===== src/rtl/plotter_pkg.sv =====
// Shared types and constants for the plotter pipeline: scheduler states,
// write-grant encoding and screen geometry.
package plotter_pkg;

  localparam int SCREEN_WIDTH  = 640;
  localparam int SCREEN_HEIGHT = 480;
  localparam int FB_ADDR_WIDTH = 19;

  typedef enum logic [3:0] {
    IDLE         = 4'd0,
    FILL_START   = 4'd1,
    FILL_SETTLE  = 4'd2,
    FILL_WAIT    = 4'd3,
    LOGIC_START  = 4'd4,
    LOGIC_SETTLE = 4'd5,
    LOGIC_WAIT   = 4'd6,
    SWAP_WAIT    = 4'd7,
    SWAP         = 4'd8,
    DONE         = 4'd9
  } state_e;

  typedef enum logic [1:0] {
    GRANT_NONE = 2'd0,
    GRANT_FILL = 2'd1,
    GRANT_LINE = 2'd2
  } grant_e;

  // Which drawer owns the frame-buffer write port in a given scheduler state.
  function automatic grant_e grant_for(state_e s);
    case (s)
      FILL_START, FILL_SETTLE, FILL_WAIT:    grant_for = GRANT_FILL;
      LOGIC_START, LOGIC_SETTLE, LOGIC_WAIT: grant_for = GRANT_LINE;
      default:                               grant_for = GRANT_NONE;
    endcase
  endfunction

endpackage


===== src/rtl/frame_scheduler_if.sv =====
// Scheduler-side bundle: frame request/status, drawer handshakes and the
// three frame-buffer write buses.
//
// Drawer handshake: *_ready high means the drawer is idle. The scheduler
// raises *_start for exactly one cycle, only after it has seen *_ready high;
// the drawer may keep ready high for one more cycle before dropping it, and
// raises it again when its work is finished.
interface frame_scheduler_if #(
  parameter int FB_ADDR_WIDTH     = plotter_pkg::FB_ADDR_WIDTH,
  parameter int FRAME_COUNT_WIDTH = 16
);
  logic                         frame_start;
  logic                         vblank;
  logic                         busy;
  logic                         frame_done;
  logic [FRAME_COUNT_WIDTH-1:0] frame_count;
  logic                         conflict;
  logic                         fill_start;
  logic                         fill_ready;
  logic                         logic_start;
  logic                         logic_ready;
  logic                         swap;
  logic                         fill_we;
  logic [FB_ADDR_WIDTH-1:0]     fill_addr;
  logic                         fill_data;
  logic                         line_we;
  logic [FB_ADDR_WIDTH-1:0]     line_addr;
  logic                         line_data;
  logic                         fb_we;
  logic [FB_ADDR_WIDTH-1:0]     fb_addr;
  logic                         fb_data;

  modport master (
    input  frame_start, vblank, fill_ready, logic_ready,
    input  fill_we, fill_addr, fill_data, line_we, line_addr, line_data,
    output busy, frame_done, frame_count, conflict,
    output fill_start, logic_start, swap, fb_we, fb_addr, fb_data
  );

  modport slave (
    output frame_start, vblank, fill_ready, logic_ready,
    output fill_we, fill_addr, fill_data, line_we, line_addr, line_data,
    input  busy, frame_done, frame_count, conflict,
    input  fill_start, logic_start, swap, fb_we, fb_addr, fb_data
  );

endinterface


===== src/rtl/fb_write_mux.sv =====
// Grant-driven frame-buffer write mux. Only the granted drawer reaches the
// output bus; a write from anyone else raises a one-cycle conflict strobe.
module fb_write_mux #(
  parameter int FB_ADDR_WIDTH = plotter_pkg::FB_ADDR_WIDTH
) (
  input  plotter_pkg::grant_e     grant,
  input  logic                    fill_we,
  input  logic [FB_ADDR_WIDTH-1:0] fill_addr,
  input  logic                    fill_data,
  input  logic                    line_we,
  input  logic [FB_ADDR_WIDTH-1:0] line_addr,
  input  logic                    line_data,
  output logic                    fb_we,
  output logic [FB_ADDR_WIDTH-1:0] fb_addr,
  output logic                    fb_data,
  output logic                    conflict_strobe
);
  import plotter_pkg::*;

  // Pass the granted bus through; flag any write from a non-granted source.
  always_comb begin
    fb_we           = 1'b0;
    fb_addr         = '0;
    fb_data         = 1'b0;
    conflict_strobe = 1'b0;
    case (grant)
      GRANT_FILL: begin
        fb_we           = fill_we;
        fb_addr         = fill_addr;
        fb_data         = fill_data;
        conflict_strobe = line_we;
      end
      GRANT_LINE: begin
        fb_we           = line_we;
        fb_addr         = line_addr;
        fb_data         = line_data;
        conflict_strobe = fill_we;
      end
      default: conflict_strobe = fill_we | line_we;
    endcase
  end

endmodule


===== src/rtl/frame_scheduler.sv =====
// Frame sequencer: clear (fill) -> draw (logic/line) -> wait vblank -> swap.
// Owns the single frame-buffer write port through a state-based grant mux.
module frame_scheduler #(
  parameter int FB_ADDR_WIDTH     = plotter_pkg::FB_ADDR_WIDTH,
  parameter int FRAME_COUNT_WIDTH = 16
) (
  input  logic                clk,
  input  logic                rst_n,
  frame_scheduler_if.master   bus,
  output plotter_pkg::state_e state_dbg
);
  import plotter_pkg::*;

  state_e                       state_q;
  state_e                       state_d;
  logic                         pending_q;
  logic [FRAME_COUNT_WIDTH-1:0] count_q;
  logic                         conflict_q;
  logic                         conflict_strobe;
  logic                         accept;
  grant_e                       grant;

  // A frame starts only when both drawers are idle; otherwise it stays pending.
  assign accept = (state_q == IDLE) && (pending_q || bus.frame_start) &&
                  bus.fill_ready && bus.logic_ready;

  // Next-state logic; the SETTLE states ignore ready for one cycle because a
  // drawer's ready may lag its start pulse.
  always_comb begin
    state_d = state_q;
    case (state_q)
      IDLE:         if (accept) state_d = FILL_START;
      FILL_START:   state_d = FILL_SETTLE;
      FILL_SETTLE:  state_d = FILL_WAIT;
      FILL_WAIT:    if (bus.fill_ready) state_d = LOGIC_START;
      LOGIC_START:  state_d = LOGIC_SETTLE;
      LOGIC_SETTLE: state_d = LOGIC_WAIT;
      LOGIC_WAIT:   if (bus.logic_ready) state_d = SWAP_WAIT;
      SWAP_WAIT:    if (bus.vblank) state_d = SWAP;
      SWAP:         state_d = DONE;
      DONE:         state_d = IDLE;
      default:      state_d = IDLE;
    endcase
  end

  // State register.
  always_ff @(posedge clk or negedge rst_n) begin
    if (!rst_n) state_q <= IDLE;
    else        state_q <= state_d;
  end

  // One-deep request latch; extra requests while it is set are dropped.
  always_ff @(posedge clk or negedge rst_n) begin
    if (!rst_n)               pending_q <= 1'b0;
    else if (accept)          pending_q <= 1'b0;
    else if (bus.frame_start) pending_q <= 1'b1;
  end

  // Completed-frame counter, wraps naturally.
  always_ff @(posedge clk or negedge rst_n) begin
    if (!rst_n)                count_q <= '0;
    else if (state_q == DONE)  count_q <= count_q + FRAME_COUNT_WIDTH'(1);
  end

  // Sticky conflict flag, cleared only by reset.
  always_ff @(posedge clk or negedge rst_n) begin
    if (!rst_n)               conflict_q <= 1'b0;
    else if (conflict_strobe) conflict_q <= 1'b1;
  end

  // Write grant follows the current state with zero latency.
  always_comb begin
    grant = grant_for(state_q);
  end

  fb_write_mux #(.FB_ADDR_WIDTH(FB_ADDR_WIDTH)) u_mux (
    .grant           (grant),
    .fill_we         (bus.fill_we),
    .fill_addr       (bus.fill_addr),
    .fill_data       (bus.fill_data),
    .line_we         (bus.line_we),
    .line_addr       (bus.line_addr),
    .line_data       (bus.line_data),
    .fb_we           (bus.fb_we),
    .fb_addr         (bus.fb_addr),
    .fb_data         (bus.fb_data),
    .conflict_strobe (conflict_strobe)
  );

  assign bus.busy        = (state_q != IDLE);
  assign bus.fill_start  = (state_q == FILL_START);
  assign bus.logic_start = (state_q == LOGIC_START);
  assign bus.swap        = (state_q == SWAP);
  assign bus.frame_done  = (state_q == DONE);
  assign bus.frame_count = count_q;
  assign bus.conflict    = conflict_q;
  assign state_dbg       = state_q;

endmodule


===== src/flat_wrapper.sv =====
// flat-port wrapper written by rule: the top's interface ports become plain ports
module frame_scheduler_flat import plotter_pkg::*;
#(
  parameter int FB_ADDR_WIDTH     = plotter_pkg::FB_ADDR_WIDTH,
  parameter int FRAME_COUNT_WIDTH = 16
)
  (clk, rst_n, state_dbg, bus_frame_start, bus_vblank, bus_fill_ready, bus_logic_ready, bus_fill_we, bus_fill_addr, bus_fill_data, bus_line_we, bus_line_addr, bus_line_data, bus_busy, bus_frame_done, bus_frame_count, bus_conflict, bus_fill_start, bus_logic_start, bus_swap, bus_fb_we, bus_fb_addr, bus_fb_data);
  frame_scheduler_if #(.FB_ADDR_WIDTH(FB_ADDR_WIDTH), .FRAME_COUNT_WIDTH(FRAME_COUNT_WIDTH)) bus_i ();
  input  logic clk;
  input  logic rst_n;
  output plotter_pkg::state_e state_dbg;
  input wire logic [$bits(bus_i.frame_start)-1:0] bus_frame_start;
  input wire logic [$bits(bus_i.vblank)-1:0] bus_vblank;
  input wire logic [$bits(bus_i.fill_ready)-1:0] bus_fill_ready;
  input wire logic [$bits(bus_i.logic_ready)-1:0] bus_logic_ready;
  input wire logic [$bits(bus_i.fill_we)-1:0] bus_fill_we;
  input wire logic [$bits(bus_i.fill_addr)-1:0] bus_fill_addr;
  input wire logic [$bits(bus_i.fill_data)-1:0] bus_fill_data;
  input wire logic [$bits(bus_i.line_we)-1:0] bus_line_we;
  input wire logic [$bits(bus_i.line_addr)-1:0] bus_line_addr;
  input wire logic [$bits(bus_i.line_data)-1:0] bus_line_data;
  output wire logic [$bits(bus_i.busy)-1:0] bus_busy;
  output wire logic [$bits(bus_i.frame_done)-1:0] bus_frame_done;
  output wire logic [$bits(bus_i.frame_count)-1:0] bus_frame_count;
  output wire logic [$bits(bus_i.conflict)-1:0] bus_conflict;
  output wire logic [$bits(bus_i.fill_start)-1:0] bus_fill_start;
  output wire logic [$bits(bus_i.logic_start)-1:0] bus_logic_start;
  output wire logic [$bits(bus_i.swap)-1:0] bus_swap;
  output wire logic [$bits(bus_i.fb_we)-1:0] bus_fb_we;
  output wire logic [$bits(bus_i.fb_addr)-1:0] bus_fb_addr;
  output wire logic [$bits(bus_i.fb_data)-1:0] bus_fb_data;
  assign bus_i.frame_start = bus_frame_start;
  assign bus_i.vblank = bus_vblank;
  assign bus_i.fill_ready = bus_fill_ready;
  assign bus_i.logic_ready = bus_logic_ready;
  assign bus_i.fill_we = bus_fill_we;
  assign bus_i.fill_addr = bus_fill_addr;
  assign bus_i.fill_data = bus_fill_data;
  assign bus_i.line_we = bus_line_we;
  assign bus_i.line_addr = bus_line_addr;
  assign bus_i.line_data = bus_line_data;
  assign bus_busy = bus_i.busy;
  assign bus_frame_done = bus_i.frame_done;
  assign bus_frame_count = bus_i.frame_count;
  assign bus_conflict = bus_i.conflict;
  assign bus_fill_start = bus_i.fill_start;
  assign bus_logic_start = bus_i.logic_start;
  assign bus_swap = bus_i.swap;
  assign bus_fb_we = bus_i.fb_we;
  assign bus_fb_addr = bus_i.fb_addr;
  assign bus_fb_data = bus_i.fb_data;
  frame_scheduler #(.FB_ADDR_WIDTH(FB_ADDR_WIDTH), .FRAME_COUNT_WIDTH(FRAME_COUNT_WIDTH)) u_core (.clk(clk), .rst_n(rst_n), .bus(bus_i), .state_dbg(state_dbg));
endmodule

===== config.mk =====
export PLATFORM = sky130hd
export DESIGN_NAME = frame_scheduler_flat
export DESIGN_NICKNAME = d
export VERILOG_FILES = /design/src/rtl/plotter_pkg.sv /design/src/rtl/frame_scheduler_if.sv /design/src/rtl/fb_write_mux.sv /design/src/rtl/frame_scheduler.sv /design/src/flat_wrapper.sv
export SDC_FILE = /design/constraint.sdc
export NUM_CORES = 1
export LEC_CHECK = 0
export ABC_CLOCK_PERIOD_IN_PS = 2500
export CORE_MARGIN = 2
export CORE_UTILIZATION = 36
export CTS_CLUSTER_DIAMETER = 120
export DETAILED_ROUTE_END_ITERATION = 6
export HOLD_SLACK_MARGIN = 0.02
export PLACE_DENSITY = 0.78
export SKIP_CTS_REPAIR_TIMING = 1
export SLEW_MARGIN = 20
export SYNTH_ARGS = -nofsm -noshare
export SYNTH_HDL_FRONTEND = slang
export SYNTH_HIERARCHICAL = 1
export SYNTH_SLANG_ARGS = --single-unit
export TNS_END_PERCENT = 50

===== constraint.sdc =====
create_clock -name clk -period 2.5 [get_ports clk]
set_clock_uncertainty 0.15 [all_clocks]
set_input_delay 0.375 -clock clk [delete_from_list [all_inputs] [get_ports clk]]
set_output_delay 0.375 -clock clk [all_outputs]
set_load 0.01 [all_outputs]

Word level (Yosys, flattened, before mapping)
Cells that the tools add are included.
{"block": "op_classes", "addsub": 1, "reduce_logical": 10, "n_bitwise": 1, "eq_ne": 15, "n_mux": 12}
{"cell": "one-hot mux 19 bit (2 select lines)", "count": 1}
{"cell": "one-hot mux 4 bit (9 select lines)", "count": 1}
{"cell": "adder 16 x 1 -> 16 bit, second input constant", "count": 1}
{"cell": "== test 4 x 3 -> 1 bit, second input constant", "count": 4}
{"cell": "two-way mux 4 bit", "count": 4}
{"cell": "== test 4 x 2 -> 1 bit, second input constant", "count": 2}
{"cell": "== test 4 bit, second input constant", "count": 2}
{"cell": "inequality test 2 bit, second input constant", "count": 3}
{"cell": "one-hot mux 1 bit (2 select lines)", "count": 3}
{"cell": "OR reduction 3 bit", "count": 2}
{"cell": "== test 4 x 1 -> 1 bit, second input constant", "count": 1}
{"cell": "logical NOT 4 bit", "count": 1}
{"cell": "one-hot mux 2 bit (2 select lines)", "count": 1}
{"cell": "AND reduction 4 bit", "count": 1}
{"cell": "nonzero test 4 bit", "count": 1}
{"cell": "logical AND 1 bit", "count": 3}
{"cell": "== test 2 x 1 -> 1 bit, second input constant", "count": 1}
{"cell": "== test 2 bit, second input constant", "count": 1}
{"cell": "two-way mux 1 bit", "count": 2}
{"cell": "inequality test 2 x 1 -> 1 bit, second input constant", "count": 1}
{"cell": "nonzero test 2 bit", "count": 1}
{"cell": "logical OR 1 bit", "count": 1}
{"cell": "OR 1 bit", "count": 1}
{"block": "word_totals", "regBits": 22, "output_inout_bits": 47}

Depth between registers and ports, before layout
{"block": "logic_depth", "ltp_word": 6, "ltp_mapped": 9}

Cells and area by module
Netlist, hierarchy kept.
{"mod": "frame_scheduler", "cells_per_inst": 103, "instances": 1, "seq_area_each_um2": 550.5, "area_per_inst_um2": 1133.6}
{"mod": "fb_write_mux", "cells_per_inst": 55, "instances": 1, "seq_area_each_um2": 0.0, "area_per_inst_um2": 340.3}

Least setup slack after synthesis
Ideal clock, no wire load.
{"block": "synth_path", "kind": "register to output", "from": "register u_core.state_q[1] (netlist: u_core/state_dbg[1])", "to": "output port bus_fb_addr[0]", "arrival_time_ps": 1712, "stages_incl_launch_ff": 8, "required_time_ps": 1975, "slack_ps": 263, "n_path_buf": 2, "cell_sequence": "dfrtp_1 > clkbuf_1 > nor2_1 > nor3_1 > inv_1 > ha_1 > buf_2 > nor2_1"}
{"block": "synth_between", "elab_chain_cells": 5, "word_cells_on_any_way": 12}
{"element": "from (decl)", "line_no": "frame_scheduler.sv:14", "source": "state_e state_q;"}
{"element": "from (signal assigned)", "line_no": "frame_scheduler.sv:49", "source": "else state_q <= state_d;"}
{"element": "== test 4 x 3 -> 1 bit, or another cell as far along", "line_no": "plotter_pkg.sv:30", "source": "case (s)"}
{"element": "OR reduction 3 bit", "line_no": "plotter_pkg.sv:30"}
{"element": "one-hot mux 2 bit (2 select lines) *", "line_no": "plotter_pkg.sv:30"}
{"element": "via u_core.grant[0]", "line_no": "frame_scheduler.sv:21", "source": "grant_e grant;"}
{"element": "== test 2 bit or == test 2 x 1 -> 1 bit (tied branches)", "line_no": "fb_write_mux.sv:26", "source": "case (grant)"}
{"element": "one-hot mux 19 bit (2 select lines) *", "line_no": "fb_write_mux.sv:26"}
{"element": "to (decl)", "line_no": "flat_wrapper.sv:30", "source": "output wire logic [$bits(bus_i.fb_addr)-1:0] bus_fb_addr;"}
Mark *: on every way through the listed nets, which the timed path passes. The rest lies on a longest branch.

Worst setup path in the final report
{"block": "layout_path", "from": "register u_core.state_q[3] (netlist: u_core/state_dbg[3])", "to": "output port bus_logic_start"}
{"block": "layout_between", "elab_chain_cells": 1}
{"element": "== test 4 x 3 -> 1 bit", "line_no": "frame_scheduler.sv:92", "source": "assign bus.logic_start = (state_q == LOGIC_START);"}
{"element": "to (decl)", "line_no": "flat_wrapper.sv:27", "source": "output wire logic [$bits(bus_i.logic_start)-1:0] bus_logic_start;"}
No other way between the ends.

==> flow_summary.toml <==
[timing]
finalSetupTns_ps = 0
finalSetupViolations = 0
fin_crit_ps = 2410
fin_crit_sh_pct = 96.5
hold_violations = 0
fmax_mhz = 414
relSlewSlack_pct = 77.1
tightest_slew_ps = 339
maxSlewViolCount = 0

[final_layout]
instances_no_fill = 309
mostFrequentLayoutCells = "clkdlybuf4s50_1, nor2_1, dlymetal6s2s_1, dfrtp_1, a22oi_1"
drive_above_1_share_pct = 15.1
nFillCells = 329
finalNetCount = 311
finish.utilization_pct = 68.2
final_common_cell = "clkdlybuf4s50_1"
area_delta_synth_final_pct = 83.8
diodes = 0

[clock_tree]
numClockSinks = 22
worstSkewPairLatency_ps = 260
h-tree-depth = 1
cts_tree = "done"
cts_buffer_depth = 2
cts-root-buf = "clkbuf_8"
clk_pin_slew_ps = 80
cts_buffers = 3

[detailed_routing]
drtPass1Iterations = 4
drt-total-wl_um = 4090
vias = 1549
drtIter0Drc = 60
post-route-drc-count = 0
ant_nets = 0
drt-wirelength-per-cell_um = 13.2
avgViaCountPerCell = 5.01

[worst_setup_path]
critPathTopFamily = "buffers and inverters"
end_kind = "output pin"
cp_data_required_time_ps = 1980
critPathMaxStageDelay_ps = 560
crit_type = "reg2out"
critical_path.max_fanout = 3
startpoint_type = "flop"
critical_path.cell_chain = "or2b_1 > buf_4 > buf_4 > nor3_1 > clkdlybuf4s50_1"
cpMostUsedCell = "buf_4"
cp_num_buf_inv = 3
cp_slowest_cell = "clkdlybuf4s50_1"
arrival_ps = 1890

[global_route]
grt-busiest-layer = "met2"
track_usage_pct = 17.1
grt_overflow = 0
grt_pass1_vias = 1413
gr-usage-met1_pct = 21.4
use_met3_pct = 3.95
met2_usage_pct = 30.1
antenna_found_initial = 0
grt_start_max_net_pins = 23
grt_pass1_wl_um = 6180

[outcome]
status = "completed"

[synthesis]
synth_seq_cells = 22
synth_edf_count = 0
synth.top_cells.by_area = "dfrtp_1, a22oi_1, nor2_1"
synth.distinct_cells = 36
ys_seq_area_share_pct = 37.4
synth_area_sq_um = 1470
synth-main-ff-cell = "dfrtp_1"
synthArstFlopShare_pct = 100
syn_avg_cell_area_sq_um = 9.33
syn_nets = 209
synth_top_area_share_pct = 37.4
syn-instance-count = 158
yosysWarnings = 6
yosys.area.top_type = "dfrtp_1"

[power_and_ir_drop]
irDropWorstVdd_mv = 0.644
clock_power_share_pct = 13.0
p_comb_share_pct = 69.8
leakage_nw = 1.47
p_seq_share_pct = 17.1
p_sw_mw = 0.995
p_int_mw = 1.55
finalPower_mw = 2.55
p_per_area_nw_per_um2 = 940
swShare_pct = 39.1

[die]
fp-row-count = 23
start_util_pct = 37.1
fp.dieArea_sq_um = 4620
core_region_area_sq_um = 3970
fp.dieH_um = 68.0
boundaryPins = 95
fp.dieW_um = 68.0

[placement]
place_congestion = 0.735
post-dp-hpwl_um = 3090
portBuffers = 94
dp.cells = 303

[run]
maxCapViolCount = 0

[hold_path]
hp-class = "in2async"
-- path summary, 6_finish.rpt --
check                                              to                        from  slack, ps  cells past startpoint
setup / recovery                      bus_logic_start         u_core/state_dbg[3]         90                      5
hold / removal              u_core/bus.frame_count[6]                       rst_n        310                      2
setup reg to reg                  u_core/bus.conflict         u_core/state_dbg[3]        550                      8
hold reg to reg            u_core/bus.frame_count[15]  u_core/bus.frame_count[15]        320                      1
max in group asynchronous   u_core/bus.frame_count[0]                       rst_n       1660                      2
min in group clk           u_core/bus.frame_count[15]  u_core/bus.frame_count[15]        320                      1
-- metal layers --
| metal | share of wire [%] | up-vias |
|---|---|---|
| li1 | - | 767 |
| met1 | 40 | 743 |
| met2 | 55 | 37 |
| met3 | 4.4 | 2 |
| met4 | 0.34 | 0 |
| met5 | 0 | - |
-- logic make-up (layout without fill, tap and decap cells) --
family | Yosys count | count (layout) | share of synthesized area (%)
AOI/OAI and AO/OA | 31 | 31 | 15.5
xor gates and xnor gates | 15 | 15 | 8.91
adders and majority gates | 3 | 3 | 2.55
buffers and inverters | 16 | 117 | 7.39
DFF | 22 | 22 | 37.4
muxes | 2 | 2 | 1.44
and+or+nand+nor | 69 | 69 | 26.8
-- cell type report --
| class | instances | area [sq um] | area share [%] |
|---|---|---|---|
| inverters | 5 | 18.8 | 0.693 |
| well taps | 50 | 62.6 | 2.31 |
| flip-flops and latches | 22 | 551 | 20.3 |
| multi-input cells | 120 | 867 | 32.0 |
| repair buffers | 108 | 1140 | 42.0 |
| clock buffers | 3 | 41.3 | 1.52 |
| clock inverters | 1 | 30.0 | 1.11 |
-- state kept, by name (all words and copies together), names as in the netlist --
name / cells
u_core/bus.frame_count: 16
u_core/state_dbg: 4
u_core/bus.conflict: 1
u_core/pending_q: 1
-- cell usage after synthesis, types with 3 or more instances --
cell	number
a22oi_1	22
nand3_1	8
dfrtp_1	22
buf_2	3
ha_1	3
nor3_1	6
nor2_1	30
xor2_1	11
inv_1	5
buf_6	6
xnor2_1	4
nand2_1	7
-- power by group through the flow --
stage / combinational [mW] / sequential [mW] / clock (mW)
after global routing: 1.94 / 0.442 / 0.358
after global placement: 1.75 / 0.438 / 0
after detailed placement: 1.77 / 0.440 / 0
after floorplan: 0.895 / 0.455 / 0
final: 1.78 / 0.436 / 0.332
after CTS: 1.78 / 0.433 / 0.340
-- metrics by stage --
step | setup WS (ps) | hold slack, ps | cell area, sq um
floorplan | 263 | -70.6 | 1470
global placement | 64.7 | 306 | 2510
detailed placement | -7.28 | 310 | 2510
CTS | -308 | 317 | 2590
global route | -25.8 | 336 | 2710
finish | 86.4 | 306 | 2710
Power figures use the tool's default switching activity.
